==> config.mk <==
export PLATFORM = sky130hd
export DESIGN_NAME = riscv_mem_arbiter
export DESIGN_NICKNAME = d
export VERILOG_FILES = /design/src/rtl/riscv_mem_arbiter.sv
export SDC_FILE = /design/constraint.sdc
export NUM_CORES = 1
export LEC_CHECK = 0
export ABC_AREA = 1
export BUFFER_PORTS_ARGS = -buffer_cell sky130_fd_sc_hd__buf_2
export CORE_MARGIN = 8
export CORE_UTILIZATION = 45
export CTS_CLUSTER_DIAMETER = 50
export DETAILED_ROUTE_END_ITERATION = 7
export PLACE_DENSITY = 0.86
export REMOVE_ABC_BUFFERS = 1
export SETUP_SLACK_MARGIN = 0.3
export SYNTH_ARGS = -nofsm -noshare
export SYNTH_HDL_FRONTEND = slang
export SYNTH_SLANG_ARGS = --single-unit
==> constraint.sdc <==
create_clock -name clk -period 3.3 [get_ports clk]
set_clock_uncertainty 0.1 [all_clocks]
set_input_delay 0.165 -clock clk [delete_from_list [all_inputs] [get_ports clk]]
set_output_delay 0.165 -clock clk [all_outputs]
set_load 0.01 [all_outputs]
==> src/rtl/riscv_mem_arbiter.sv <==
// riscv_mem_arbiter: N-channel round-robin / fixed-priority arbiter onto a single memory port.
module riscv_mem_arbiter #(
  parameter int N_CH       = 2,
  parameter int ADDR_WIDTH = 32,
  parameter int DATA_WIDTH = 32,
  parameter int ARB_MODE   = 0
) (
  input  logic                               clk,
  input  logic                               rst_n,
  input  logic [N_CH-1:0]                    ch_valid_i,
  output logic [N_CH-1:0]                    ch_ready_o,
  input  logic [N_CH*ADDR_WIDTH-1:0]         ch_addr_i,
  input  logic [N_CH*DATA_WIDTH-1:0]         ch_wdata_i,
  input  logic [N_CH*(DATA_WIDTH/8)-1:0]     ch_we_i,
  output logic [DATA_WIDTH-1:0]              ch_rdata_o,
  output logic                               mem_valid_o,
  input  logic                               mem_ready_i,
  output logic [ADDR_WIDTH-1:0]              mem_addr_o,
  output logic [DATA_WIDTH-1:0]              mem_wdata_o,
  output logic [DATA_WIDTH/8-1:0]            mem_we_o,
  input  logic [DATA_WIDTH-1:0]              mem_rdata_i,
  output logic [$clog2(N_CH)-1:0]            grant_o,
  output logic                               busy_o
);
  localparam int GW = $clog2(N_CH);
  localparam int BW = DATA_WIDTH / 8;
  typedef enum logic {IDLE, BUSY} state_t;
  state_t state, state_n;
  logic [GW-1:0] grant_q, rr_ptr, winner, cand;
  logic [ADDR_WIDTH-1:0] addr_q;
  logic [DATA_WIDTH-1:0] wdata_q;
  logic [BW-1:0] we_q;
  logic found;
  logic any_req;
  assign any_req = |ch_valid_i;
  // Search order starts at rr_ptr in round-robin mode, at channel 0 in fixed-priority mode.
  always_comb begin
    winner = '0;
    found = 1'b0;
    cand = '0;
    for (int i = 0; i < N_CH; i++) begin
      cand = GW'((ARB_MODE == 1) ? i : (int'(rr_ptr) + i) % N_CH);
      if (!found && ch_valid_i[cand]) begin
        found = 1'b1;
        winner = cand;
      end
    end
  end
  always_ff @(posedge clk) begin
    if (!rst_n) begin
      state <= IDLE;
      grant_q <= '0;
      rr_ptr <= '0;
      addr_q <= '0;
      wdata_q <= '0;
      we_q <= '0;
    end else begin
      state <= state_n;
      if (state == IDLE && any_req) begin
        grant_q <= winner;
        addr_q <= ch_addr_i[int'(winner)*ADDR_WIDTH +: ADDR_WIDTH];
        wdata_q <= ch_wdata_i[int'(winner)*DATA_WIDTH +: DATA_WIDTH];
        we_q <= ch_we_i[int'(winner)*BW +: BW];
      end
      if (state == BUSY && mem_ready_i)
        rr_ptr <= (grant_q == GW'(N_CH - 1)) ? '0 : grant_q + 1'b1;
    end
  end
  always_comb
    state_n = (state == IDLE) ? (any_req ? BUSY : IDLE) : (mem_ready_i ? IDLE : BUSY);
  always_comb begin
    busy_o = (state == BUSY);
    mem_valid_o = busy_o;
    mem_addr_o = addr_q;
    mem_wdata_o = wdata_q;
    mem_we_o = busy_o ? we_q : '0;
    ch_ready_o = (busy_o && mem_ready_i) ? N_CH'(1) << grant_q : '0;
    ch_rdata_o = mem_rdata_i;
    grant_o = grant_q;
  end
endmodule

==> impl_metrics.ini, run 1 <==
[clock_network]
cts_buffers = 9
clk_latency_ps = 330
cts_sinks = 71
postCtsSetupRepairBufs = 0
clockBufferDepth = 2
cts_tree = done
cts.clk_slew.worst_paths_ps = 70
cts_root_buffer = clkbuf_8
cts_htree_levels = 3

[sta]
slew_viol_final = 0
rsz0062_at_grt = no
setup_viol = 0
period_share = 0.556
holdWs_ps = 14.1
relSlewSlack = 0.198
period_minus_slack_ps = 1830
hold_viol = 0
setup_tns_ps = 0
fmax_mhz = 545
tightest_slew_ps = 1200

[drt]
viasPerCell = 4.82
drt_iter0_markers = 285
routed.top_layer = met5
wl_met3_mm = 1.81
wl_met2_mm = 5.60
drt-pass1-iter-count = 5
vias = 4416
drc = 0
ant_nets = 0
wirelength_mm = 13.4
wl_met1_mm = 5.67
drt-wirelength-per-cell_um = 14.6

[setup_path]
cp-start-kind = flop
cpPeakStageDelay_ps = 530
crit_fanout = 38
arrival_ps = 2010
critPathKind = reg2reg
worstPathRequired_ps = 3480
slowest_stage = nand2_2
cp_cell_sequence = inv_1 > nand2_2 > buf_4 > nand3_1 > nand3_1 > nand2_1 > inv_1
critPathCaptureType = flop

[grt]
grt_pass1_vias = 4293
grt_max_degree = 72
grt_overflow = 0
track_usage = 0.210
grt_pass1_wl_mm = 21.4
antenna_found_initial = 1

[status]
status = complete, no violations

[synth]
synth_top_area_frac = 0.351
ys_async_sr_fraction = 0
synthCells = 651
avgSynthCellArea_um2 = 6.21
synth_top_flop_cell = dfxtp_1
post-synth-top-area-cell = dfxtp_1
ys.warnings.count = 0
synth.distinct_cells = 15
synth.area.top_cells = dfxtp_1 (35%), nand3_1 (17%), inv_1 (13%)
synth_edf_count = 0
syn-cell-area_mm2 = 0.00405
synth-seq-area-share = 0.351
synthTopCellsByCount = inv_1 (144), nand2_1 (144), nand3_1 (138)
ys_seq_elements = 71

[cells_and_area]
syn_to_final_growth_pct = 24.5
layout-drive-gt1-share = 0.293
nets = 980
diodes = 0
register_area_mm2 = 0.00142
multiInputGateArea_mm2 = 0.00163
fin_cells = 917
nFillCells = 881

[placement]
place_inst = 902
io_buffers = 213
detailed_place_hpwl_mm = 10.1
place.gp.congestion = 0.761

[die]
die_area_mm2 = 0.0123
start_util = 0.464
die_w_um = 111
ios = 278
die_height_um = 111
core_mm2 = 0.00872
rows = 34

[hold_path]
min_path_type = in2reg

[pwr]
total_power_w = 0.00216
p_leak_nw = 3.10
ir_drop_mv = 0.258
p_per_area_mw_per_mm2 = 428

[flow_run]
maxCapViolCount = 0
area by class of cell:
cell class                      count  area share
Multi-Input combinational cell    358       0.324
Sequential cell                    71       0.282
Timing Repair Buffer              222       0.229
Inverter                          145       0.108
Clock buffer                       11      0.0281
Tap cell                          108      0.0268
Clock inverter                      2     0.00199
critical path: cells and delay by family (launching register included):
kind          cells  cell delay, ps
simple gates      4             840
buf+inv           3             530
flops             1             310
state kept, by name (all words and copies together), names as in the netlist:
signal / cells
busy_o: 1
mem_wdata_o: 32
we_q: 4
rr_ptr: 1
mem_addr_o: 32
grant_o: 1
per-stage QoR:
step / utilization / setup WS [ps] / cell area, um^2
6_report: 0.577 / 1470 / 5030
3_5_place_dp: 0.558 / 1460 / 4860
5_1_grt: 0.577 / 1240 / 5030
4_1_cts: 0.577 / 1460 / 5030
3_3_place_gp: 0.558 / 1480 / 4860
2_1_floorplan: - / 381 / 3580
where the power goes:
group | switching (W) | total, W | leakage [nW] | internal [W]
logic | 0.000347 | 0.000588 | 2.43 | 0.000241
registers | 0.0000444 | 0.000989 | 0.590 | 0.000945
clock network | 0.000300 | 0.000579 | 0.0809 | 0.000279
total | 0.000691 | 0.00216 | 3.10 | 0.00147
layout by cell type (no fill, tap or decap):
cell,count
a21oi_1,70
buf_12,1
buf_2,213
buf_4,6
clkbuf_1,1
clkbuf_8,10
clkinv_2,2
dfxtp_1,71
dlygate4sd3_1,2
inv_1,144
inv_2,1
nand2_1,143
nand2_2,2
nand3_1,138
nor2_1,2
nor2_4,1
o21ai_4,1
o22ai_1,1
per-layer routing:
metal | vias to the layer above | global-route usage
met1 | 1881 | 0.246
met2 | 236 | 0.316
met3 | 29 | 0.117
li1 | 2266 | -
met4 | 4 | 0.0595
met5 | - | 0.0500
path summary, 6_finish.rpt:
path              slack, ps        endpoint  cells past startpoint          from
setup reg to reg       1470  mem_addr_o[23]                      7        rr_ptr
hold / removal           10   mem_addr_o[0]                      5  ch_addr_i[0]
setup / recovery       1470  mem_addr_o[23]                      7        rr_ptr
hold reg to reg         390         grant_o                      2       grant_o
cell families (layout without fill, tap and decap cells):
kind of cell           Yosys count  in the layout  synth area share
buffers and inverters          222            380             0.249
AOI/OAI and AO/OA               72             72            0.0903
and+or+nand+nor                286            286             0.309
DFF                             71             71             0.351
repair_timing:
item	in CTS	in global routing
endpoints found under the hold margin	2	0
hold buffers	2	0
gates resized for setup	0	0
No activity file was read; power rests on OpenSTA's default activity.
==> run 2: changes to the inputs <==
--- a/config.mk
+++ b/config.mk
@@ -8,10 +8,10 @@
 export ABC_AREA = 1
 export BUFFER_PORTS_ARGS = -buffer_cell sky130_fd_sc_hd__buf_2
 export CORE_MARGIN = 8
-export CORE_UTILIZATION = 45
+export CORE_UTILIZATION = 42
 export CTS_CLUSTER_DIAMETER = 50
 export DETAILED_ROUTE_END_ITERATION = 7
-export PLACE_DENSITY = 0.86
+export PLACE_DENSITY = 0.81
 export REMOVE_ABC_BUFFERS = 1
 export SETUP_SLACK_MARGIN = 0.3
 export SYNTH_ARGS = -nofsm -noshare
==> constraint.sdc (replaced) <==
create_clock -name clk -period 1.7 [get_ports clk]
set_clock_uncertainty 0.1 [all_clocks]
set_input_delay 0.085 -clock clk [delete_from_list [all_inputs] [get_ports clk]]
set_output_delay 0.085 -clock clk [all_outputs]
set_load 0.01 [all_outputs]
==> impl_metrics.ini, run 2 (same netlist as run 1, synthesis figures left out) <==
[cells_and_area]
layout-drive-gt1-share = 0.260
nFillCells = 739
register_area_mm2 = 0.00143
final_core_util = 0.693
final_common_cell = buf_2
multiInputGateArea_mm2 = 0.00163
nets = 1122
syn_to_final_growth_pct = 63.6
layout_common_cells = buf_2 (213), inv_1 (144), nand2_1 (143), nand3_1 (138), dlygate4sd3_1 (137)

[clock_network]
cts_root_buffer = clkbuf_8
clk_latency_ps = 330
cts.clk_slew.worst_paths_ps = 70
postCtsSetupRepairBufs = 0
cts_buffers = 9
cts_sinks = 71
cts_htree_levels = 3
clockBufferDepth = 2
cts_tree = done

[die]
die_height_um = 114
die_w_um = 114
core_mm2 = 0.00955
start_util = 0.424
rows = 36
die_area_mm2 = 0.0130
ios = 278

[setup_path]
critPathKind = reg2out
crit_fanout = 8
worstPathRequired_ps = 1510
r2r_setup_slack_ps = 370
critPathCaptureType = primary output
cp_cell_sequence = buf_6 > nand3_1 > inv_1 > buf_2
cp-start-kind = flop
slowest_stage = dfxtp_4
arrival_ps = 1190
cpPeakStageDelay_ps = 370

[drt]
viasPerCell = 5.01
vias = 5464
drt-pass1-iter-count = 8
drt-wirelength-per-cell_um = 17.4
ant_nets = 0
wirelength_mm = 18.9
drc = 0
drt_iter0_markers = 532

[grt]
antenna_found_initial = 2
grt_overflow = 0
grt_pass1_vias = 5608
grt-busiest-layer = met2
grt_use_met3 = 0.120
grt_max_degree = 70
grt_pass1_wl_mm = 28.5
track_usage = 0.280
grtUsageMet1 = 0.283
grtUsageMet2 = 0.457

[placement]
place.gp.congestion = 0.820
detailed_place_hpwl_mm = 10.1
io_buffers = 213

[sta]
hold_viol = 0
slew_viol_final = 0
tightest_slew_ps = 409
rsz0062_at_grt = yes
setup_viol = 0
relSlewSlack = 0.727
holdWs_ps = 33.6
period_share = 0.810
period_minus_slack_ps = 1380
fmax_mhz = 726

[pwr]
p_int_w = 0.00327
seqPwrFrac = 0.398
swShare = 0.322
p_comb_frac = 0.320
p_leak_nw = 3.75
ir_drop_mv = 0.355
p_per_area_mw_per_mm2 = 729
netSwitchingPower_w = 0.00155
clock_power_share = 0.283

[hold_path]
min_path_type = in2reg

[status]
status = complete, no violations

[flow_run]
maxCapViolCount = 0
-- run 2: cell type report --
class,count,share of cell area
clock inverter,5,0.00870
tap,133,0.0252
clock buffer,11,0.0214
antenna,3,0.00113
sequential,71,0.215
multi-input combinational,358,0.247
timing repair buffer,364,0.399
inverter,145,0.0823
-- run 2: final timing paths --
kind | from | to | cells after the start
setup / recovery | busy_o | ch_ready_o[0] | 4
hold / removal | ch_valid_i[0] | busy_o | 3
setup reg to reg | rr_ptr | mem_addr_o[25] | 7
hold reg to reg | grant_o | grant_o | 2
-- run 2: stage by stage --
step	power (W)	instances	setup slack [ps]	instance area [um^2]	setup TNS, ps
floorplan	0.00257	574	-1220	3580	-83070
global placement	0.00313	933	412	5000	0
detailed placement	0.00315	933	386	5000	0
CTS	0.00474	1086	300	6570	0
global route	0.00509	1089	268	6610	0
finish	0.00482	1090	323	6620	0
-- run 2: what timing repair did --
action,CTS,global route
gates resized for setup,1,3
gates cloned,0,1
hold buffers,137,0
endpoints found under the hold margin,70,0
setup endpoints to repair,2,7
-- run 2: per-layer routing --
| metal | part of all wire | vias up |
|---|---|---|
| met5 | 0.0037 | - |
| met4 | 0.061 | 2 |
| met3 | 0.10 | 102 |
| met2 | 0.46 | 413 |
| met1 | 0.37 | 2389 |
| li1 | - | 2558 |
-- run 2: power by group through the flow --
stage | combinational [W] | sequential, W | clock (W)
after floorplan | 0.000543 | 0.00203 | 0
after global placement | 0.00118 | 0.00194 | 0
after detailed placement | 0.00120 | 0.00195 | 0
after CTS | 0.00145 | 0.00191 | 0.00139
after global routing | 0.00168 | 0.00193 | 0.00147
final | 0.00154 | 0.00192 | 0.00136
-- run 2: critical path, delay by kind of cell (launching register included) --
family	cells	cell delay [ps]
and+or+nand+nor	1	140
buffers and inverters	3	340
DFF	1	370
